[src/rtl/traffic_ctrl.sv]
// Two-way intersection controller: 1 Hz phase sequencer, packed BCD countdowns
// for a 4-digit 7-segment scanner, and an all-red emergency override.
module traffic_ctrl #(
    parameter int TICK_DIV = 50000000,
    parameter int GREEN_S  = 25,
    parameter int YELLOW_S = 5
) (
    input  logic        clk,
    input  logic        reset_n,
    input  logic        emerg,
    output logic [15:0] q_a,
    output logic [2:0]  ns_light,
    output logic [2:0]  ew_light,
    output logic [2:0]  phase
);
    typedef enum logic [2:0] {
        NS_G  = 3'd0,
        NS_Y  = 3'd1,
        EW_G  = 3'd2,
        EW_Y  = 3'd3,
        EMERG = 3'd4
    } state_t;

    function automatic logic [7:0] to_bcd(input logic [6:0] v);
        logic [3:0] tens;
        logic [3:0] units;
        tens  = 4'(v / 7'd10);
        units = 4'(v % 7'd10);
        return {tens, units};
    endfunction

    localparam int                PRE_W    = $clog2(TICK_DIV);
    localparam logic [PRE_W-1:0]  PRE_LAST = PRE_W'(TICK_DIV - 1);
    localparam logic [6:0]        GREEN_T  = 7'(GREEN_S);
    localparam logic [6:0]        YELLOW_T = 7'(YELLOW_S);
    localparam logic [15:0]       RESET_QA = {to_bcd(GREEN_T), to_bcd(GREEN_T + YELLOW_T)};

    state_t           state_reg;
    logic [6:0]       t_reg;
    logic [PRE_W-1:0] pre_reg;
    logic             tick;

    logic [15:0]      q_a_reg;
    logic [2:0]       ns_light_reg;
    logic [2:0]       ew_light_reg;

    // Index 0 is the NS display value, index 1 the EW display value.
    logic [6:0]       disp_next [2];
    logic [7:0]       bcd_next  [2];
    logic [15:0]      q_a_next;
    logic [2:0]       ns_light_next;
    logic [2:0]       ew_light_next;

    state_t           adv_state;
    logic [6:0]       adv_t;

    assign tick = (pre_reg == PRE_LAST);

    always_comb begin
        disp_next[0]  = t_reg;
        disp_next[1]  = t_reg;
        ns_light_next = 3'b100;
        ew_light_next = 3'b100;
        case (state_reg)
            NS_G: begin
                disp_next[1]  = t_reg + YELLOW_T;
                ns_light_next = 3'b001;
            end
            NS_Y: ns_light_next = 3'b010;
            EW_G: begin
                disp_next[0]  = t_reg + YELLOW_T;
                ew_light_next = 3'b001;
            end
            EW_Y: ew_light_next = 3'b010;
            default: ;
        endcase
    end

    generate
        for (genvar gi = 0; gi < 2; gi++) begin : g_bcd
            assign bcd_next[gi] = to_bcd(disp_next[gi]);
        end
    endgenerate

    assign q_a_next = (state_reg == EMERG) ? 16'hEEEE : {bcd_next[0], bcd_next[1]};

    // Successor phase and its full duration, used when the timer expires.
    always_comb begin
        adv_state = NS_G;
        adv_t     = GREEN_T;
        case (state_reg)
            NS_G: begin
                adv_state = NS_Y;
                adv_t     = YELLOW_T;
            end
            NS_Y: begin
                adv_state = EW_G;
                adv_t     = GREEN_T;
            end
            EW_G: begin
                adv_state = EW_Y;
                adv_t     = YELLOW_T;
            end
            default: ;
        endcase
    end

    always_ff @(posedge clk) begin
        if (!reset_n) begin
            state_reg    <= NS_G;
            t_reg        <= GREEN_T;
            pre_reg      <= '0;
            q_a_reg      <= RESET_QA;
            ns_light_reg <= 3'b001;
            ew_light_reg <= 3'b100;
        end else begin
            q_a_reg      <= q_a_next;
            ns_light_reg <= ns_light_next;
            ew_light_reg <= ew_light_next;
            if (emerg) begin
                state_reg <= EMERG;
                pre_reg   <= '0;
                t_reg     <= GREEN_T;
            end else if (state_reg == EMERG) begin
                // Restart with a full tick period before the first decrement.
                state_reg <= NS_G;
                pre_reg   <= '0;
                t_reg     <= GREEN_T;
            end else begin
                pre_reg <= tick ? '0 : pre_reg + PRE_W'(1);
                if (tick) begin
                    if (t_reg == 7'd1) begin
                        state_reg <= adv_state;
                        t_reg     <= adv_t;
                    end else begin
                        t_reg <= t_reg - 7'd1;
                    end
                end
            end
        end
    end

    assign q_a      = q_a_reg;
    assign ns_light = ns_light_reg;
    assign ew_light = ew_light_reg;
    assign phase    = state_reg;

endmodule

[config.mk]
export PLATFORM = sky130hd
export DESIGN_NAME = traffic_ctrl
export DESIGN_NICKNAME = d
export VERILOG_FILES = /design/src/rtl/traffic_ctrl.sv
export SDC_FILE = /design/constraint.sdc
export NUM_CORES = 1
export LEC_CHECK = 0
export ABC_AREA = 1
export CORE_MARGIN = 2
export CORE_UTILIZATION = 63
export DETAILED_ROUTE_END_ITERATION = 7
export PLACE_DENSITY = 0.85
export SLEW_MARGIN = 30
export SYNTH_ARGS = -nofsm -noshare
export SYNTH_HDL_FRONTEND = slang
export SYNTH_SLANG_ARGS = --single-unit
[constraint.sdc]
create_clock -name clk -period 10.57 [get_ports clk]
set_input_delay 2.114 -clock clk [delete_from_list [all_inputs] [get_ports clk]]
set_output_delay 2.114 -clock clk [all_outputs]
set_load 0.1 [all_outputs]
# ---- Word-level counts from Yosys, hierarchy flattened
# Cells that the tools add are included.
dict set report word_totals {
  ff_bits 58
  latch_bits 0
  mem_bits_rw 0
  romBits 0
  out_inout_bits 25
  elab_cells 43
  memories 0
}
dict set report classes {
  add_sub_neg 3
  n_mul 0
  n_div 4
  n_lt_le_gt_ge 0
  n_eq_ne 6
  shift 0
  muxes 12
  n_bitwise 1
  reduce_logical 9
}
# operator count
set op_table {}
lappend op_table {{26-bit by 1-bit adder with 26-bit output (second input constant)} 1}
lappend op_table {{26-bit equality test (second input constant)} 1}
lappend op_table {{7-bit 2-to-1 mux} 3}
lappend op_table {{16-bit 2-to-1 mux} 1}
lappend op_table {{7-bit by 4-bit divider with 7-bit output (second input constant)} 2}
lappend op_table {{7-bit by 4-bit remainder unit with 7-bit output (second input constant)} 2}
lappend op_table {{3-bit 2-to-1 mux} 4}
lappend op_table {{3-bit one-hot mux with 2 select lines} 2}
lappend op_table {{7-bit by 3-bit adder with 7-bit output (second input constant)} 1}
lappend op_table {{7-bit by 1-bit equality test with 1-bit output (second input constant)} 1}
lappend op_table {{7-bit by 1-bit subtractor with 7-bit output (second input constant)} 1}
lappend op_table {{3-bit by 2-bit equality test with 1-bit output (second input constant)} 2}
lappend op_table {{2-bit one-hot mux with 3 select lines} 1}
lappend op_table {{3-bit nonzero test} 2}
lappend op_table {{5-bit 2-to-1 mux} 1}
lappend op_table {{2-bit AND reduction} 2}
lappend op_table {{2-bit OR reduction} 2}
lappend op_table {{4-bit OR reduction} 1}
lappend op_table {{3-bit by 1-bit equality test with 1-bit output (second input constant)} 1}
lappend op_table {{3-bit equality test (second input constant)} 1}
lappend op_table {{3-bit logical NOT} 1}
lappend op_table {{3-bit OR reduction} 1}
lappend op_table {{1-bit NOT} 1}

# ---- Longest topological paths before layout
# Gate-level depths: netlist of the first run.
dict set report depth {
  ltp_word 6
  ltp_mapped 34
}

# ---- Worst setup path after synthesis of the first run
# Ideal clock, no wire load.
dict set report synth_timing {
  path_kind {register to register}
  from {register state_reg[0], in the netlist phase[0]}
  to {register q_a_reg[11], in the netlist q_a[11]}
  setup_time_ns 0.120
  arrival_time_ns 3.986
  required_time_ns 10.450
  slack_ns 6.463
  path_stages_with_launch 29
  n_path_buf 1
  period_less_slack_ns 4.107
  cell_sequence {dfxtp_1 > inv_2 > nand3_2 > buf_6 > nand2_1 > nand2_1 > nand3_1 > nand2_4 > clkinv_4 > ha_1 > inv_1 > nand4_1 > nand2_2 > nand3_1 > nand2_1 > inv_2 > ha_1 > nand2_1 > nand2_1 > nand3_4 > nand2_4 > nand2_1 > nand2_1 > ha_1 > or2_4 > nand3_2 > nand2_1 > nand2_1 > a21oi_1}
}
dict set report synth_between {
  elab_chain_len 4
  elab_cells_between_ends 5
  cone_classes {div: 1; eq/ne: 2; mux: 2}
}
# element line_no
set synth_rtl {}
lappend synth_rtl {{start: declaration} 38} ;# state_t state_reg;
lappend synth_rtl {{start signal: assignment} 133} ;# state_reg <= adv_state;
lappend synth_rtl {{3-bit by 2-bit equality test with 1-bit output} 64} ;# case (state_reg)
lappend synth_rtl {{7-bit 2-to-1 mux} 64}
lappend synth_rtl {{7-bit by 4-bit remainder unit with 7-bit output} 28} ;# units = 4'(v % 7'd10);
lappend synth_rtl {{16-bit 2-to-1 mux (*)} 85} ;# assign q_a_next = (state_reg == EMERG) ? 16'hEEEE : {bcd_next[0], bcd_next[1]};
lappend synth_rtl {{end signal: assignment} 117} ;# q_a_reg <= q_a_next;
lappend synth_rtl {{end: declaration} 43} ;# logic [15:0] q_a_reg;
# Mark *: on every way between the ends. The rest lies on a longest branch, timed or not.
# A chain may end at the register's enable or synchronous reset.

# ---- Worst setup path after layout of the first run
dict set report layout_timing {
  from {input reset_n}
  to {register pre_reg[10]}
}
dict set report layout_between {
  elab_chain_len 2
}
# element line_no
set layout_rtl {}
lappend layout_rtl {{start: declaration} 9} ;# input logic reset_n,
lappend layout_rtl {{1-bit NOT (no line)} -}
lappend layout_rtl {{4-bit OR reduction (no line)} -}
lappend layout_rtl {{end signal: assignment} 130} ;# pre_reg <= tick ? '0 : pre_reg + PRE_W'(1);
lappend layout_rtl {{end: declaration} 40} ;# logic [PRE_W-1:0] pre_reg;
# Every way passes these cells.

==> impl_metrics.py, run 1 <==
metrics = {
    "run_status": {
        "status": "complete, no violations",
    },
    "finish": {
        "fin_cells": 645,
        "final_cell_mix": "nand2_1 (126), inv_1 (67), dfxtp_1 (58)",
        "final_common_cell": "nand2_1",
        "largest_register_ffs": 26,
        "utilization": 0.756,
        "final_nets": 583,
        "n_antenna_cell": 0,
        "area_delta_synth_final_pct": 14.8,
        "final_cell_area_um2": 4210,
        "drive_above_1_share": 0.161,
    },
    "grt": {
        "gr-total-overflow": 0,
        "grt_pass1_vias": 3196,
        "grt_pass1_wl_um": 13900,
        "grt_util_all_layers": 0.273,
        "grt_max_degree": 18,
        "antenna_found_initial": 0,
    },
    "detailed_routing": {
        "drt_iter0_drc": 274,
        "dr.pass1.iters": 5,
        "drt_wl_total_um": 8070,
        "antenna_left": 0,
        "via_count": 3474,
        "routed_via_density": 5.39,
        "wl_per_cell_um": 12.5,
        "drc_errors": 0,
    },
    "cts": {
        "cts_buffers": 9,
        "htree_num_levels": 3,
        "cts_setup_buffers": 0,
        "cts_resized": 0,
        "postCtsHoldBufs": 0,
        "cts_max_path_buffers": 2,
        "ctsRootBufferMaster": "clkbuf_8",
        "clk_pin_slew_ns": 0.07,
        "clock_sinks": 58,
        "cts_tree": "yes",
        "clk_latency_ns": 0.34,
    },
    "critical_path": {
        "critPathLaunchType": "input pin",
        "worstPathRequired_ns": 10.86,
        "ff2ff_setup_slack_ns": 6.47,
        "arrival_ns": 5.25,
        "rr_worst_depth": 33,
        "crit_fanout": 17,
        "cp-end-kind": "register",
        "path_class": "input pin to register",
    },
    "die": {
        "die_h_um": 80.3,
        "die_w_um": 80.3,
        "die_area_um2": 6450,
        "start_util": 0.658,
        "ioPinCount": 28,
        "coreArea_um2": 5570,
        "rows": 27,
    },
    "placed_design": {
        "dp_cells": 629,
        "place_area_um2": 3980,
        "hpwl_um": 6170,
        "portBuffers": 27,
        "gp_congestion": 0.914,
        "place_ws_ns": 4.92,
    },
    "pwr": {
        "powerDensity_nw_per_um2": 134,
        "clock_power_share": 0.415,
        "swShare": 0.300,
        "peakVddDrop_uv": 105,
        "p_comb_frac": 0.186,
        "power_frac_seq": 0.400,
        "total_power_mw": 0.566,
        "p_int_mw": 0.396,
        "p_leak_nw": 1.86,
        "p_switching_mw": 0.170,
    },
    "synth": {
        "yosys_warnings": 0,
        "ys_seq_area_frac": 0.316,
        "syn-num-nets": 552,
        "synth.distinct_cells": 49,
        "synth.avg_cell_area_um2": 6.83,
        "synth_area_um2": 3670,
        "synth_seq_cells": 58,
        "syn-instance-count": 537,
    },
    "sta": {
        "skew_ns": 0.00909,
        "fin_ws_ns": 5.61,
        "finalSetupViolations": 0,
        "period_needed_ns": 4.96,
        "drv_slew": 0,
        "fin_setup_tns_ns": 0,
        "worst_slew_margin_rel": 0.342,
        "period_share": 0.469,
        "worst_slew_pin_slew_ns": 0.983,
        "rsz0062_at_grt": "no",
        "fmax_ghz": 0.202,
        "hold_slack_ns": 0.476,
        "hold_viol": 0,
    },
    "min_path": {
        "min_path_cells": 1,
        "worstHoldPathType": "register to register",
    },
    "run": {
        "drv_cap": 0,
    },
}
## worst paths after layout
path                                  from          end
worst max-delay path               reset_n  pre_reg[10]
worst min-delay path            pre_reg[0]   pre_reg[0]
worst max register to register    t_reg[1]       q_a[3]
worst min register to register  pre_reg[0]   pre_reg[0]
## routing by layer
metal / track usage / part of all wire / vias up
met5: 0 / 0 / -
met4: 0.0932 / 0.0083 / 0
met3: 0.0562 / 0.049 / 6
met2: 0.427 / 0.44 / 106
met1: 0.375 / 0.50 / 1560
li1: - / - / 1802
## kinds of logic after synthesis
kind of cell             Yosys count  share of synthesized area
AND/OR/NAND/NOR                  299                      0.394
adder cells (fa/ha/maj)           12                     0.0409
AO/OA/AOI/OAI                     66                      0.119
XOR/XNOR                          11                     0.0283
buffers and inverters             91                      0.101
flip-flops                        58                      0.316
## Yosys cell counts, drive strengths merged
library cell / instances / area, µm²
a221oi: 1 / 8.76
nand3b: 2 / 15.0
nor2: 56 / 228
or2: 2 / 15.0
nand2: 149 / 637
clkinv: 4 / 21.3
nand2b: 1 / 6.26
a22oi: 1 / 7.51
nand3: 58 / 353
o22ai: 2 / 12.5
a21boi: 2 / 15.0
clkbuf: 2 / 7.51
buf: 5 / 40.0
dfxtp: 58 / 1160
o21ai: 27 / 188
ha: 12 / 150
a21oi: 24 / 135
a32oi: 1 / 8.76
nor4: 4 / 31.3
nor3b: 1 / 7.51
o211ai: 2 / 20.0
xor2: 8 / 77.6
inv: 80 / 303
o21a: 3 / 22.5
nor3: 11 / 60.1
xnor2: 3 / 26.3
a31oi: 3 / 18.8
nand4: 15 / 93.8
## cell type report
class / instances / area (µm²)
repair buffers: 27 / 270
clock buffers: 12 / 155
fillers: 435 / 1360
flip-flops and latches: 58 / 1160
clock inverters: 4 / 73.8
inverters: 84 / 324
multi-input cells: 388 / 2140
well taps: 72 / 90.1
## power groups by stage
stage               clock network, mW  logic (mW)  registers, mW
floorplan                           0      0.0455          0.268
global placement                    0       0.101          0.231
detailed placement                  0       0.103          0.231
CTS                             0.237       0.104          0.226
global route                    0.246       0.113          0.226
finish                          0.234       0.105          0.226
## worst max-delay path: stages
cell and delay (ns):
clkdlybuf4s50_1 0.64, clkinv_1 0.32, nor2_1 0.42, inv_1 0.11, nor2_1 0.25, inv_1 0.13
nor2_2 0.52, inv_1 0.39, a21oi_1 0.21, o21a_1 0.13
Power figures use the tool's default switching activity.
==> run 2: changes to the inputs <==
- CORE_UTILIZATION: 63 -> 59
- PLACE_DENSITY: 0.85 -> 0.8
- clock period: 10.57 -> 4.7 ns (I/O delays scaled with it)
==> impl_metrics.py, run 2 (synthesized netlist as in run 1, its figures left out) <==
metrics = {
    "critical_path": {
        "arrival_ns": 4.31,
        "ff2ff_setup_slack_ns": 0.68,
        "rr_worst_depth": 29,
        "cp-end-kind": "register",
        "crit_fanout": 7,
        "cpPeakStageDelay_ns": 0.42,
        "crit_slowest_cell": "dfxtp_1",
        "critPathLaunchType": "register",
        "path_class": "register to register",
        "worst_r2r_endpoint": "q_a[9]",
        "worstPathRequired_ns": 4.99,
        "r2r-start": "t_reg[0]",
        "critPathMostFrequentCell": "nand2_1",
    },
    "detailed_routing": {
        "drc_errors": 0,
        "drt_iter0_drc": 142,
        "routed_via_density": 5.30,
        "dr.pass1.iters": 4,
        "via_count": 3440,
        "drt_wl_total_um": 7760,
        "antenna_left": 0,
        "wl_per_cell_um": 12.0,
    },
    "cts": {
        "cts_tree": "yes",
        "cts_resized": 0,
        "clk_latency_ns": 0.34,
        "clock_sinks": 58,
        "ctsRootBufferMaster": "clkbuf_8",
        "cts_setup_buffers": 0,
        "htree_num_levels": 3,
        "postCtsHoldBufs": 0,
        "clk_pin_slew_ns": 0.07,
        "cts_max_path_buffers": 2,
        "cts_buffers": 9,
    },
    "grt": {
        "grt_pass1_wl_um": 13600,
        "antenna_found_initial": 0,
        "grt_util_all_layers": 0.236,
        "grt_pass1_vias": 3175,
        "gr-total-overflow": 0,
        "grt_max_degree": 17,
    },
    "sta": {
        "fin_ws_ns": 0.679,
        "rsz0062_at_grt": "no",
        "worst_slew_pin_slew_ns": 0.990,
        "period_needed_ns": 4.02,
        "finalSetupViolations": 0,
        "skew_ns": 0.00712,
        "hold_slack_ns": 0.473,
        "drv_slew": 0,
        "fmax_ghz": 0.249,
        "period_share": 0.856,
        "fin_setup_tns_ns": 0,
        "worst_slew_margin_rel": 0.338,
        "hold_viol": 0,
    },
    "pwr": {
        "powerDensity_nw_per_um2": 289,
        "p_leak_nw": 1.85,
        "peakVddDrop_uv": 217,
    },
    "min_path": {
        "min_path_cells": 1,
        "hold_end": "pre_reg[0]",
        "worstHoldPathType": "register to register",
        "min-delay-start": "pre_reg[0]",
    },
    "die": {
        "coreArea_um2": 5960,
        "ioPinCount": 28,
        "die_area_um2": 6870,
        "start_util": 0.616,
        "rows": 28,
        "die_w_um": 82.9,
        "die_h_um": 82.9,
    },
    "placed_design": {
        "gp_congestion": 0.920,
        "place_ws_ns": 0.718,
        "portBuffers": 27,
        "hpwl_um": 5970,
    },
    "finish": {
        "drive_above_1_share": 0.162,
        "final_nets": 585,
        "final_cell_mix": "nand2_1 (126), inv_1 (67), dfxtp_1 (58)",
        "final_common_cell": "nand2_1",
        "area_delta_synth_final_pct": 14.6,
        "n_antenna_cell": 0,
        "largest_register_ffs": 26,
    },
    "run": {
        "drv_cap": 0,
    },
    "run_status": {
        "status": "complete, no violations",
    },
}
-- run 2: cell types whose count changed in the layout (fill, tap and decap cells not counted) --
cell,delta
buf_4,+2
bufinv_16,-1
clkbuf_1,-1
clkinvlp_4,+1
nor2_1,+1
nor2_2,-1
-- run 2: layer usage --
| metal | GRT usage | share of wire | vias up | wire length (µm) |
|---|---|---|---|---|
| met3 | 0.0417 | 0.031 | 15 | 244 |
| met2 | 0.424 | 0.51 | 57 | 3960 |
| li1 | - | - | 1805 | - |
| met1 | 0.275 | 0.44 | 1563 | 3420 |
| met4 | 0.101 | 0.018 | 0 | 136 |
| met5 | 0 | 0 | - | 0 |
-- run 2: layout make-up --
class | instances | area, µm²
clock inverter | 4 | 51.3
tap | 75 | 93.8
fill | 524 | 1750
multi-input combinational | 388 | 2140
clock buffer | 11 | 151
timing repair buffer | 29 | 285
sequential | 58 | 1160
inverter | 84 | 324
-- run 2: worst max-delay path, delay by kind of cell (launching register included) --
kind,cells,cell delay [ns]
buffers and inverters,4,0.29
DFF,1,0.42
AOI/OAI and AO/OA,1,0.19
adders and majority gates,4,0.85
and+or+nand+nor,20,2.20
-- run 2: power by group --
group	switching, mW	leakage, nW	internal (mW)
registers	0.00434	0.471	0.504
clock network	0.201	0.101	0.270
logic	0.174	1.28	0.0598
-- run 2: worst max-delay path by stage --
stage | startpoint | endpoint | cells after the start
floorplan | phase[0] | q_a[11] | 28
global route | t_reg[0] | q_a[9] | 29
finish | t_reg[0] | q_a[9] | 29
detailed placement | t_reg[0] | q_a[9] | 29
global placement | phase[0] | q_a[9] | 29
CTS | t_reg[0] | q_a[9] | 29
-- run 2: through the flow --
stage | util | std cells | power (mW) | area (µm²)
3_3_place_gp | 0.672 | 634 | 0.747 | 4000
6_report | 0.706 | 649 | 1.21 | 4200
3_5_place_dp | 0.672 | 634 | 0.752 | 4000
2_1_floorplan | - | 537 | 0.705 | 3670
4_1_cts | 0.706 | 649 | 1.22 | 4200
5_1_grt | 0.706 | 649 | 1.26 | 4200
==> run 3: changes to the inputs <==
- RECOVER_POWER: not set -> 25
==> impl_metrics.py, run 3 (synthesized netlist as in run 1, its figures left out) <==
metrics = {
    "sta": {
        "hold_viol": 0,
        "finalSetupViolations": 0,
        "period_share": 0.856,
        "skew_ns": 0.00754,
        "fmax_ghz": 0.248,
        "fin_setup_tns_ns": 0,
        "drv_slew": 0,
        "hold_slack_ns": 0.473,
        "worst_slew_margin_rel": 0.333,
        "worst_slew_pin_slew_ns": 0.997,
        "period_needed_ns": 4.03,
        "rsz0062_at_grt": "no",
    },
    "detailed_routing": {
        "via_count": 3447,
        "drt_wl_total_um": 7750,
        "drt_iter0_drc": 143,
        "dr.pass1.iters": 4,
        "wl_per_cell_um": 11.9,
        "antenna_left": 0,
        "drc_errors": 0,
        "routed_via_density": 5.31,
    },
    "pwr": {
        "peakVddDrop_uv": 217,
        "p_leak_nw": 1.87,
        "powerDensity_nw_per_um2": 289,
    },
    "finish": {
        "area_delta_synth_final_pct": 14.5,
        "utilization": 0.705,
        "fillCellCount": 525,
        "final_nets": 585,
        "largest_register_ffs": 26,
        "drive_above_1_share": 0.159,
        "final_cell_mix": "nand2_1 (127), inv_1 (68), dfxtp_1 (58)",
        "fin_cells": 649,
        "multi_input_area_um2": 2130,
        "final_common_cell": "nand2_1",
        "ff_latch_area_um2": 1160,
        "n_antenna_cell": 0,
    },
    "cts": {
        "cts_buffers": 9,
        "clk_latency_ns": 0.34,
        "cts_tree": "yes",
        "cts_resized": 0,
        "cts_setup_buffers": 0,
        "postCtsHoldBufs": 0,
        "ctsRootBufferMaster": "clkbuf_8",
        "clk_pin_slew_ns": 0.07,
        "htree_num_levels": 3,
        "clock_sinks": 58,
        "cts_max_path_buffers": 2,
    },
    "critical_path": {
        "cpPeakStageDelay_ns": 0.42,
        "critPathLaunchType": "register",
        "path_class": "register to register",
        "worstPathRequired_ns": 4.99,
        "critPathMostFrequentCell": "nand2_1",
        "crit_slowest_cell": "dfxtp_1",
        "cp-end-kind": "register",
        "arrival_ns": 4.31,
        "crit_fanout": 7,
    },
    "die": {
        "die_h_um": 82.9,
        "rows": 28,
        "coreArea_um2": 5960,
        "die_w_um": 82.9,
        "ioPinCount": 28,
        "start_util": 0.616,
        "die_area_um2": 6870,
    },
    "grt": {
        "grt_max_degree": 17,
        "antenna_found_initial": 0,
        "grt_pass1_vias": 3175,
        "grt_pass1_wl_um": 13600,
        "gr-total-overflow": 0,
        "grt_util_all_layers": 0.236,
    },
    "run": {
        "drv_cap": 0,
    },
    "min_path": {
        "worstHoldPathType": "register to register",
    },
    "placed_design": {
        "hpwl_um": 5970,
        "portBuffers": 27,
        "dp_cells": 634,
        "gp_congestion": 0.920,
    },
    "run_status": {
        "status": "complete, no violations",
    },
}
run 3: cell count changes in the layout (fill, tap and decap cells not counted), sizes merged:
| cell | change |
|---|---|
| dlygate4sd3 | +9 |
| clkdlybuf4s50 | -9 |
run 3: where the power goes:
part / switching (mW) / total [mW] / internal, mW / leakage (nW)
Clock: 0.201 / 0.472 / 0.270 / 0.101
Sequential: 0.00414 / 0.508 / 0.504 / 0.471
Combinational: 0.174 / 0.232 / 0.0584 / 1.30
run 3: area by class of cell:
type | count | area share
multi-input cells | 388 | 0.508
clock buffers | 11 | 0.0360
clock inverters | 4 | 0.0122
inverters | 84 | 0.0771
flip-flops and latches | 58 | 0.276
repair buffers | 29 | 0.0679
well taps | 75 | 0.0223
run 3: final timing paths:
path	from	endpoint	slack [ns]	cells past startpoint
max	t_reg[0]	q_a[9]	0.67	29
max reg2reg	t_reg[0]	q_a[9]	0.67	29
min	pre_reg[0]	pre_reg[0]	0.47	1
min reg2reg	pre_reg[0]	pre_reg[0]	0.47	1
run 3: worst max-delay path, delay by kind of cell (launching register included):
family,cells,cell delay [ns]
buffers and inverters,4,0.29
AOI/OAI and AO/OA,1,0.19
DFF,1,0.42
and+or+nand+nor,20,2.21
adders and majority gates,4,0.85
run 3: through the flow:
step | instance area (µm²) | power [mW] | setup WS, ns
after floorplan | 3670 | 0.705 | 0.593
after global placement | 4000 | 0.747 | 0.821
after detailed placement | 4000 | 0.752 | 0.718
after CTS | 4200 | 1.22 | 0.695
after global routing | 4200 | 1.26 | 0.217
final | 4200 | 1.21 | 0.675
run 3: metal layers:
metal | part of all wire | GRT usage | wire length (µm)
met1 | 0.44 | 0.275 | 3440
met2 | 0.51 | 0.424 | 3940
met3 | 0.031 | 0.0417 | 240
met4 | 0.017 | 0.101 | 129
met5 | 0 | 0 | 0
